File: config.mk
export PLATFORM = sky130hd
export DESIGN_NAME = lsu_ctrl
export DESIGN_NICKNAME = d
export VERILOG_FILES = /design/src/rtl/lsu_ctrl.sv
export SDC_FILE = /design/constraint.sdc
export NUM_CORES = 1
export LEC_CHECK = 0
export BUFFER_PORTS_ARGS = -buffer_cell sky130_fd_sc_hd__buf_2
export CORE_MARGIN = 4
export CORE_UTILIZATION = 60
export CTS_CLUSTER_SIZE = 12
export DETAILED_ROUTE_END_ITERATION = 16
export HOLD_SLACK_MARGIN = 0.02
export PLACE_DENSITY = 0.86
export SLEW_MARGIN = 20
export SYNTH_ARGS = -nofsm -noshare
export SYNTH_HDL_FRONTEND = slang
export SYNTH_SLANG_ARGS = --single-unit
export TNS_END_PERCENT = 30
File: constraint.sdc
create_clock -name CLK -period 21.5 [get_ports CLK]
set_input_delay 6.45 -clock CLK [delete_from_list [all_inputs] [get_ports CLK]]
set_output_delay 6.45 -clock CLK [all_outputs]
set_load 0.1 [all_outputs]
File: src/rtl/lsu_ctrl.sv
// Load/store sequencer in front of a byte-addressed data memory: decodes RV32I
// funct3, range-checks, and either issues one native access or splits misaligned ones into bytes.
module lsu_ctrl #(
  parameter int unsigned MEM_BYTES      = 32,
  parameter bit          MISALIGN_SPLIT = 1'b1
) (
  input  logic        CLK,
  input  logic        RST,
  input  logic        req_valid,
  output logic        req_ready,
  input  logic        req_we,
  input  logic [2:0]  req_funct3,
  input  logic [31:0] req_addr,
  input  logic [31:0] req_wdata,
  output logic        rsp_valid,
  input  logic        rsp_ready,
  output logic [31:0] rsp_rdata,
  output logic        rsp_fault,
  output logic [3:0]  mem_rEN,
  output logic [3:0]  mem_wEN,
  output logic [31:0] mem_addr,
  output logic [31:0] mem_wdata,
  input  logic [31:0] mem_rdata
);

  typedef enum logic [1:0] {S_IDLE, S_ACCESS, S_SPLIT, S_RESP} state_t;

  state_t      state_q, state_d;
  logic        we_q, we_d;
  logic [2:0]  funct3_q, funct3_d;
  logic [31:0] addr_q, addr_d;
  logic [31:0] wdata_q, wdata_d;
  logic [1:0]  cnt_q, cnt_d;
  logic [31:0] buf_q, buf_d;
  logic        rsp_valid_q, rsp_valid_d;
  logic        rsp_fault_q, rsp_fault_d;
  logic [31:0] rsp_rdata_q, rsp_rdata_d;
  logic [3:0]  mem_ren_q, mem_ren_d;
  logic [3:0]  mem_wen_q, mem_wen_d;
  logic [31:0] mem_addr_q, mem_addr_d;
  logic [31:0] mem_wdata_q, mem_wdata_d;

  logic        illegal, out_of_range, misaligned;
  logic [2:0]  req_size;
  logic [32:0] req_end;
  logic [31:0] buf_nxt;
  logic [1:0]  cnt_nxt;

  function automatic logic [2:0] size_of(input logic [1:0] f);
    case (f)
      2'd0:    size_of = 3'd1;
      2'd1:    size_of = 3'd2;
      default: size_of = 3'd4;
    endcase
  endfunction

  function automatic logic [3:0] rd_code(input logic [2:0] f3);
    case (f3)
      3'd2:    rd_code = 4'b1000;
      3'd1:    rd_code = 4'b0010;
      3'd5:    rd_code = 4'b1010;
      3'd0:    rd_code = 4'b0001;
      3'd4:    rd_code = 4'b1001;
      default: rd_code = 4'b0000;
    endcase
  endfunction

  function automatic logic [3:0] wr_code(input logic [2:0] f3);
    case (f3)
      3'd2:    wr_code = 4'b1000;
      3'd1:    wr_code = 4'b0010;
      3'd0:    wr_code = 4'b0001;
      default: wr_code = 4'b0000;
    endcase
  endfunction

  function automatic logic [31:0] extend(input logic [31:0] d, input logic [2:0] f3);
    case (f3)
      3'd0:    extend = {{24{d[7]}}, d[7:0]};
      3'd4:    extend = {24'h0, d[7:0]};
      3'd1:    extend = {{16{d[15]}}, d[15:0]};
      3'd5:    extend = {16'h0, d[15:0]};
      default: extend = d;
    endcase
  endfunction

  always_comb begin
    req_size     = size_of(req_funct3[1:0]);
    req_end      = {1'b0, req_addr} + {30'h0, req_size};
    illegal      = req_we ? (req_funct3 > 3'd2)
                          : !(req_funct3 inside {3'd0, 3'd1, 3'd2, 3'd4, 3'd5});
    out_of_range = req_end > 33'(MEM_BYTES);
    misaligned   = (req_size == 3'd2) ? req_addr[0]
                 : (req_size == 3'd4) ? (req_addr[1:0] != 2'b00) : 1'b0;

    cnt_nxt = cnt_q + 2'd1;
    buf_nxt = buf_q;
    buf_nxt[{cnt_q, 3'b000} +: 8] = mem_rdata[7:0];

    state_d     = state_q;
    we_d        = we_q;
    funct3_d    = funct3_q;
    addr_d      = addr_q;
    wdata_d     = wdata_q;
    cnt_d       = cnt_q;
    buf_d       = buf_q;
    rsp_valid_d = rsp_valid_q;
    rsp_fault_d = rsp_fault_q;
    rsp_rdata_d = rsp_rdata_q;
    // Memory port outputs are registered and describe the next cycle only.
    mem_ren_d   = '0;
    mem_wen_d   = '0;
    mem_addr_d  = '0;
    mem_wdata_d = '0;

    case (state_q)
      S_IDLE: begin
        if (req_valid) begin
          we_d     = req_we;
          funct3_d = req_funct3;
          addr_d   = req_addr;
          wdata_d  = req_wdata;
          cnt_d    = '0;
          buf_d    = '0;
          if (illegal || out_of_range || (misaligned && !MISALIGN_SPLIT)) begin
            state_d     = S_RESP;
            rsp_valid_d = 1'b1;
            rsp_fault_d = 1'b1;
            rsp_rdata_d = '0;
          end else if (misaligned) begin
            state_d    = S_SPLIT;
            mem_addr_d = req_addr;
            if (req_we) begin
              mem_wen_d   = 4'b0001;
              mem_wdata_d = {24'h0, req_wdata[7:0]};
            end else begin
              mem_ren_d = 4'b1001;
            end
          end else begin
            state_d    = S_ACCESS;
            mem_addr_d = req_addr;
            if (req_we) begin
              mem_wen_d   = wr_code(req_funct3);
              mem_wdata_d = req_wdata;
            end else begin
              mem_ren_d = rd_code(req_funct3);
            end
          end
        end
      end
      S_ACCESS: begin
        state_d     = S_RESP;
        rsp_valid_d = 1'b1;
        rsp_rdata_d = we_q ? '0 : mem_rdata;
      end
      S_SPLIT: begin
        buf_d = buf_nxt;
        if ({1'b0, cnt_q} == size_of(funct3_q[1:0]) - 3'd1) begin
          state_d     = S_RESP;
          rsp_valid_d = 1'b1;
          rsp_rdata_d = we_q ? '0 : extend(buf_nxt, funct3_q);
        end else begin
          cnt_d      = cnt_nxt;
          mem_addr_d = addr_q + {30'h0, cnt_nxt};
          if (we_q) begin
            mem_wen_d   = 4'b0001;
            mem_wdata_d = {24'h0, wdata_q[{cnt_nxt, 3'b000} +: 8]};
          end else begin
            mem_ren_d = 4'b1001;
          end
        end
      end
      S_RESP: begin
        if (rsp_ready) begin
          state_d     = S_IDLE;
          rsp_valid_d = 1'b0;
          rsp_fault_d = 1'b0;
          rsp_rdata_d = '0;
        end
      end
      default: state_d = S_IDLE;
    endcase
  end

  always_ff @(posedge CLK or posedge RST) begin
    if (RST) begin
      state_q     <= S_IDLE;
      we_q        <= 1'b0;
      funct3_q    <= '0;
      addr_q      <= '0;
      wdata_q     <= '0;
      cnt_q       <= '0;
      buf_q       <= '0;
      rsp_valid_q <= 1'b0;
      rsp_fault_q <= 1'b0;
      rsp_rdata_q <= '0;
      mem_ren_q   <= '0;
      mem_wen_q   <= '0;
      mem_addr_q  <= '0;
      mem_wdata_q <= '0;
    end else begin
      state_q     <= state_d;
      we_q        <= we_d;
      funct3_q    <= funct3_d;
      addr_q      <= addr_d;
      wdata_q     <= wdata_d;
      cnt_q       <= cnt_d;
      buf_q       <= buf_d;
      rsp_valid_q <= rsp_valid_d;
      rsp_fault_q <= rsp_fault_d;
      rsp_rdata_q <= rsp_rdata_d;
      mem_ren_q   <= mem_ren_d;
      mem_wen_q   <= mem_wen_d;
      mem_addr_q  <= mem_addr_d;
      mem_wdata_q <= mem_wdata_d;
    end
  end

  // Gated by RST so ready drops immediately on an asynchronous reset.
  assign req_ready = !RST && (state_q == S_IDLE);
  assign rsp_valid = rsp_valid_q;
  assign rsp_fault = rsp_fault_q;
  assign rsp_rdata = rsp_rdata_q;
  assign mem_rEN   = mem_ren_q;
  assign mem_wEN   = mem_wen_q;
  assign mem_addr  = mem_addr_q;
  assign mem_wdata = mem_wdata_q;

endmodule
# Word-level counts from Yosys, hierarchy flattened
# Index checks and enable logic that the tools add are counted.
[totals]
reg_bits = 210
input_bits = 104
out_inout_bits = 107
word_cells = 125
[classes]
add_sub_neg = 5
magnitude_cmp = 2
eq_ne = 20
shift = 3
mux = 62
n_reduce_logical = 19
[op_table]
columns = ["cell", "count"]
rows = [
  ["two-way mux 32 bit", 14],
  ["one-hot mux 32 bit (4 select lines)", 2],
  ["one-hot mux 32 bit (2 select lines)", 3],
  ["two-way mux 4 bit", 11],
  ["adder 32 x 3 -> 33 bit", 1],
  ["greater-than comparator 33 x 6 -> 1 bit, second input constant", 1],
  ["adder 32 x 2 -> 32 bit", 1],
  ["bitwise mux 32 bit", 1],
  ["variable shift 8 x 7 -> 32 bit, first input constant", 1],
  ["indexed part select 32 x 6 -> 8 bit", 1],
  ["indexed part select 8 x 7 -> 32 bit", 1],
  ["two-way mux 8 bit", 3],
  ["one-hot mux 4 bit (5 select lines)", 1],
  ["one-hot mux 4 bit (2 select lines)", 2],
  ["equality test 3 bit, second input constant", 5],
  ["two-way mux 2 bit", 7],
  ["one-hot mux 3 bit (2 select lines)", 2],
  ["one-hot mux 4 bit (3 select lines)", 1],
  ["two-way mux 1 bit", 10],
  ["!= test 2 bit, second input constant", 5],
  ["one-hot mux 2 bit (4 select lines)", 1],
  ["AND reduction 4 bit", 2],
  ["negation 5 -> 7 bit", 1],
  ["equality test 2 x 1 -> 1 bit, second input constant", 3],
  ["other kinds (20)", 31],
]

# Longest topological paths before layout
[logic_depth]
depth_word = 9
depth_mapped = 15
ltp_nobuf = 11

# Least setup slack after synthesis
# No wires, ideal clock.
[synth_path]
path_type = "input to output"
from = "in RST"
to = "out req_ready"
arrival_time_ps = 7701
required_time_ps = 15050
setup_slack_ps = 7349
cell_stages = 1
path_buffers = 0
cell_sequence = "nor2_1"
[synth_via]
elab_chain_cells = 2
[synth_lines]
columns = ["element", "line_no", "source"]
rows = [
  ["from (decl)", "8", "input logic RST,"],
  ["logical NOT 1 bit", "220", "assign req_ready = !RST && (state_q == S_IDLE);"],
  ["logical AND 1 bit", "220", ""],
  ["to (decl)", "10", "output logic req_ready,"],
]
# Every way passes these cells.

# Worst setup path after layout
# Ends and elaborated chain as after synthesis.

==> results.yml <==
placed_design:
  gp_congestion: 0.906
  portBuffers: 208
  pre_cts_ws_ps: 7950
  dpl_cell_area_um2: 11700
  dp_hpwl_mm: 19.1
route:
  avgRoutedWirePerCell_um: 18.2
  drtIter0Drc: 672
  drt_wl_total_mm: 27.6
  wl_met2_mm: 13.5
  dr.pass1.iters: 5
  met3_length_mm: 2.32
  drt-met1-wl_mm: 10.9
  drt-vias-per-instance: 5.94
  routed.top_layer: "met5"
  vias: 9030
  drtAntennaViolNets: 0
  drc: 0
timing:
  fin_crit_sh_pct: 63.0
  rsz0062_at_grt: "no"
  setup_viol: 0
  max_freq_mhz: 73.8
  slew_violations: 0
  worst_slew_pin_slew_ps: 962
  min_period_ps: 13550
  fin_setup_tns_ps: 0
  timing.final.ws_setup_ps: 7950
  hold_ws_ps: 469
  slew_headroom_pct: 35.9
  fin_skew_ps: 15.6
  final_hold_viol_count: 0
die:
  die_x_um: 141
  die-area_um2: 19800
  coreArea_um2: 17300
  start_util_pct: 61.1
  num_rows: 48
  ios: 211
  die_y_um: 141
critical_path:
  worst_r2r_endpoint: "mem_addr[31]"
  arrival_ps: 7100
  crit_type: "in2out"
  cp-start-kind: "input pin"
  critPathRequiredTime_ps: 15050
  rr_worst_depth: 10
  endpoint_kind: "output port"
  regToRegStartpoint: "cnt_q[0]"
  rrSetupSlack_ps: 16810
  worstPathMaxFanout: 2
cts:
  cts.reportedPaths.clkPinSlew_ps: 50
  cts_tree: "built"
  cts_root_buffer: "clkbuf_16"
  cts_inserted_buffers: 22
  h-tree-depth: 1
  cts_setup_buffers: 0
  clock_latency_ps: 510
  cts_sinks: 208
  cts_buffer_depth: 3
  cts_resized: 0
  postCtsHoldBufs: 0
min_path:
  min_delay_path_depth: 2
  min_from: "buf_q[2]"
  min_to: "buf_q[2]"
  worstHoldPathType: "reg2reg"
finish:
  layout-drive-gt1-share_pct: 23.6
  area_growth_pct: 16.8
  mostFrequentLayoutCells: "239 x nand2_1, 208 x dfrtp_1, 208 x buf_2"
  stdcell_area_um2: 12300
  layout_commonest_cell: "nand2_1"
  filler_cell_count: 1325
  finalNetCount: 1404
power_and_ir_drop:
  pwr-share-clk_pct: 18.5
  p_switching_uw: 939
  p_int_uw: 962
  leakagePower_uw: 0.00616
  p_comb_share_pct: 49.9
  power_uw: 1900
  powerDensity_nw_per_um2: 154
  seqPwrFrac_pct: 31.6
  ir_drop_v: 0.000112
  p_sw_share_pct: 49.4
logic_synthesis:
  yosys_warnings: 0
  ys.flop_type: "dfrtp_1"
  synth_area_leaders: "dfrtp_1 49%, nand2_1 8.5%, mux2_4 4.1%"
  ys_types: 67
  async_flop_share_pct: 100
  yosysTopAreaCellShare_pct: 49.3
  syn_inst: 1108
  synth_area_um2: 10600
  synth-edff-count: 0
  synth_seq_area_share_pct: 49.3
  synth_top_cell_by_area: "dfrtp_1"
  syn_area_per_cell_um2: 9.54
  synth-seq-cells: 208
global_routing:
  grt_pass1_vias: 8992
  antenna_found_initial: 5
  grt_pass1_wl_mm: 44.7
  grt_use_total_pct: 27.4
  grt_start_max_net_pins: 139
  grt.overflow.total: 0
outcome:
  run_status: "finished clean"
job:
  maxCapViolCount: 0
[power groups by stage]
| stage | Combinational (µW) | Sequential, µW | Clock [µW] |
|---|---|---|---|
| 2_1_floorplan | 432 | 935 | 0 |
| 4_1_cts | 947 | 599 | 356 |
| 3_3_place_gp | 922 | 596 | 0 |
| 5_1_grt | 1010 | 614 | 371 |
| 3_5_place_dp | 942 | 603 | 0 |
| 6_report | 948 | 600 | 352 |
[metrics by stage]
step | std cells | util (%)
6_report | 1520 | 71.3
5_1_grt | 1519 | 71.3
3_3_place_gp | 1483 | 67.5
2_1_floorplan | 1109 | -
4_1_cts | 1517 | 71.2
3_5_place_dp | 1483 | 67.5
[critical path, stage by stage]
cell and delay, ps:
buf_2 140, nor2_1 80, buf_2 430
[area by class of cell]
type	count	area, µm²	share of cell area [%]
flip-flops and latches	208	5200	42.2
clock buffers	31	636	5.15
clock inverters	3	15.0	0.122
inverters	27	109	0.882
multi-input cells	807	4990	40.4
repair buffers	216	1100	8.92
diodes	3	7.51	0.0608
well taps	225	282	2.28
[cells in the mapped netlist, drive strengths merged, types with 4 or more instances]
cell type / instances
a21oi: 48
a22o: 31
a22oi: 29
and2: 7
and3: 21
and4: 4
buf: 15
clkbuf: 52
dfrtp: 208
ha: 16
inv: 27
mux2: 33
mux4: 8
nand2: 242
nand2b: 21
nand3: 40
nand4: 11
nor2: 70
nor2b: 36
nor3: 15
nor4: 21
nor4b: 4
o21ai: 43
o22ai: 10
o31ai: 7
or3: 7
or4: 4
xnor2: 10
xor2: 24
[state kept, by name (all words and copies together) (netlist names), 2 cells and up]
register and count:
cnt_q 2, mem_wEN 3, buf_q 32, mem_rEN 3, state_q 2, addr_q 32
rsp_rdata 32, mem_addr 32, mem_wdata 32, wdata_q 32, funct3_q 3
[metal layers]
layer	vias up	global-route usage (%)
met4	6	8.92
met2	402	45.2
met5	-	0
met1	4368	36.5
li1	4188	-
met3	66	5.87
[worst max path at each step]
stage	from	slack, ps	endpoint	cells after the start
floorplan	RST	7350	req_ready	1
global placement	RST	7960	req_ready	3
detailed placement	RST	7950	req_ready	3
CTS	RST	7950	req_ready	3
global route	RST	7880	req_ready	3
finish	RST	7950	req_ready	3
[cells by family (layout without fill, tap and decap cells)]
logic type               after synthesis  count (layout)  share of synthesized area (%)
adder cells (fa/ha/maj)               18              18                           2.27
buffers and inverters                 94             277                           3.75
other                                  1               5                         0.0355
XOR/XNOR                              34              34                           2.82
flip-flops                           208             208                           49.3
multiplexers                          44              44                           6.54
AO/OA/AOI/OAI                        197             197                           12.4
AND/OR/NAND/NOR                      512             512                           22.9
(Power assumes the default switching activity.)
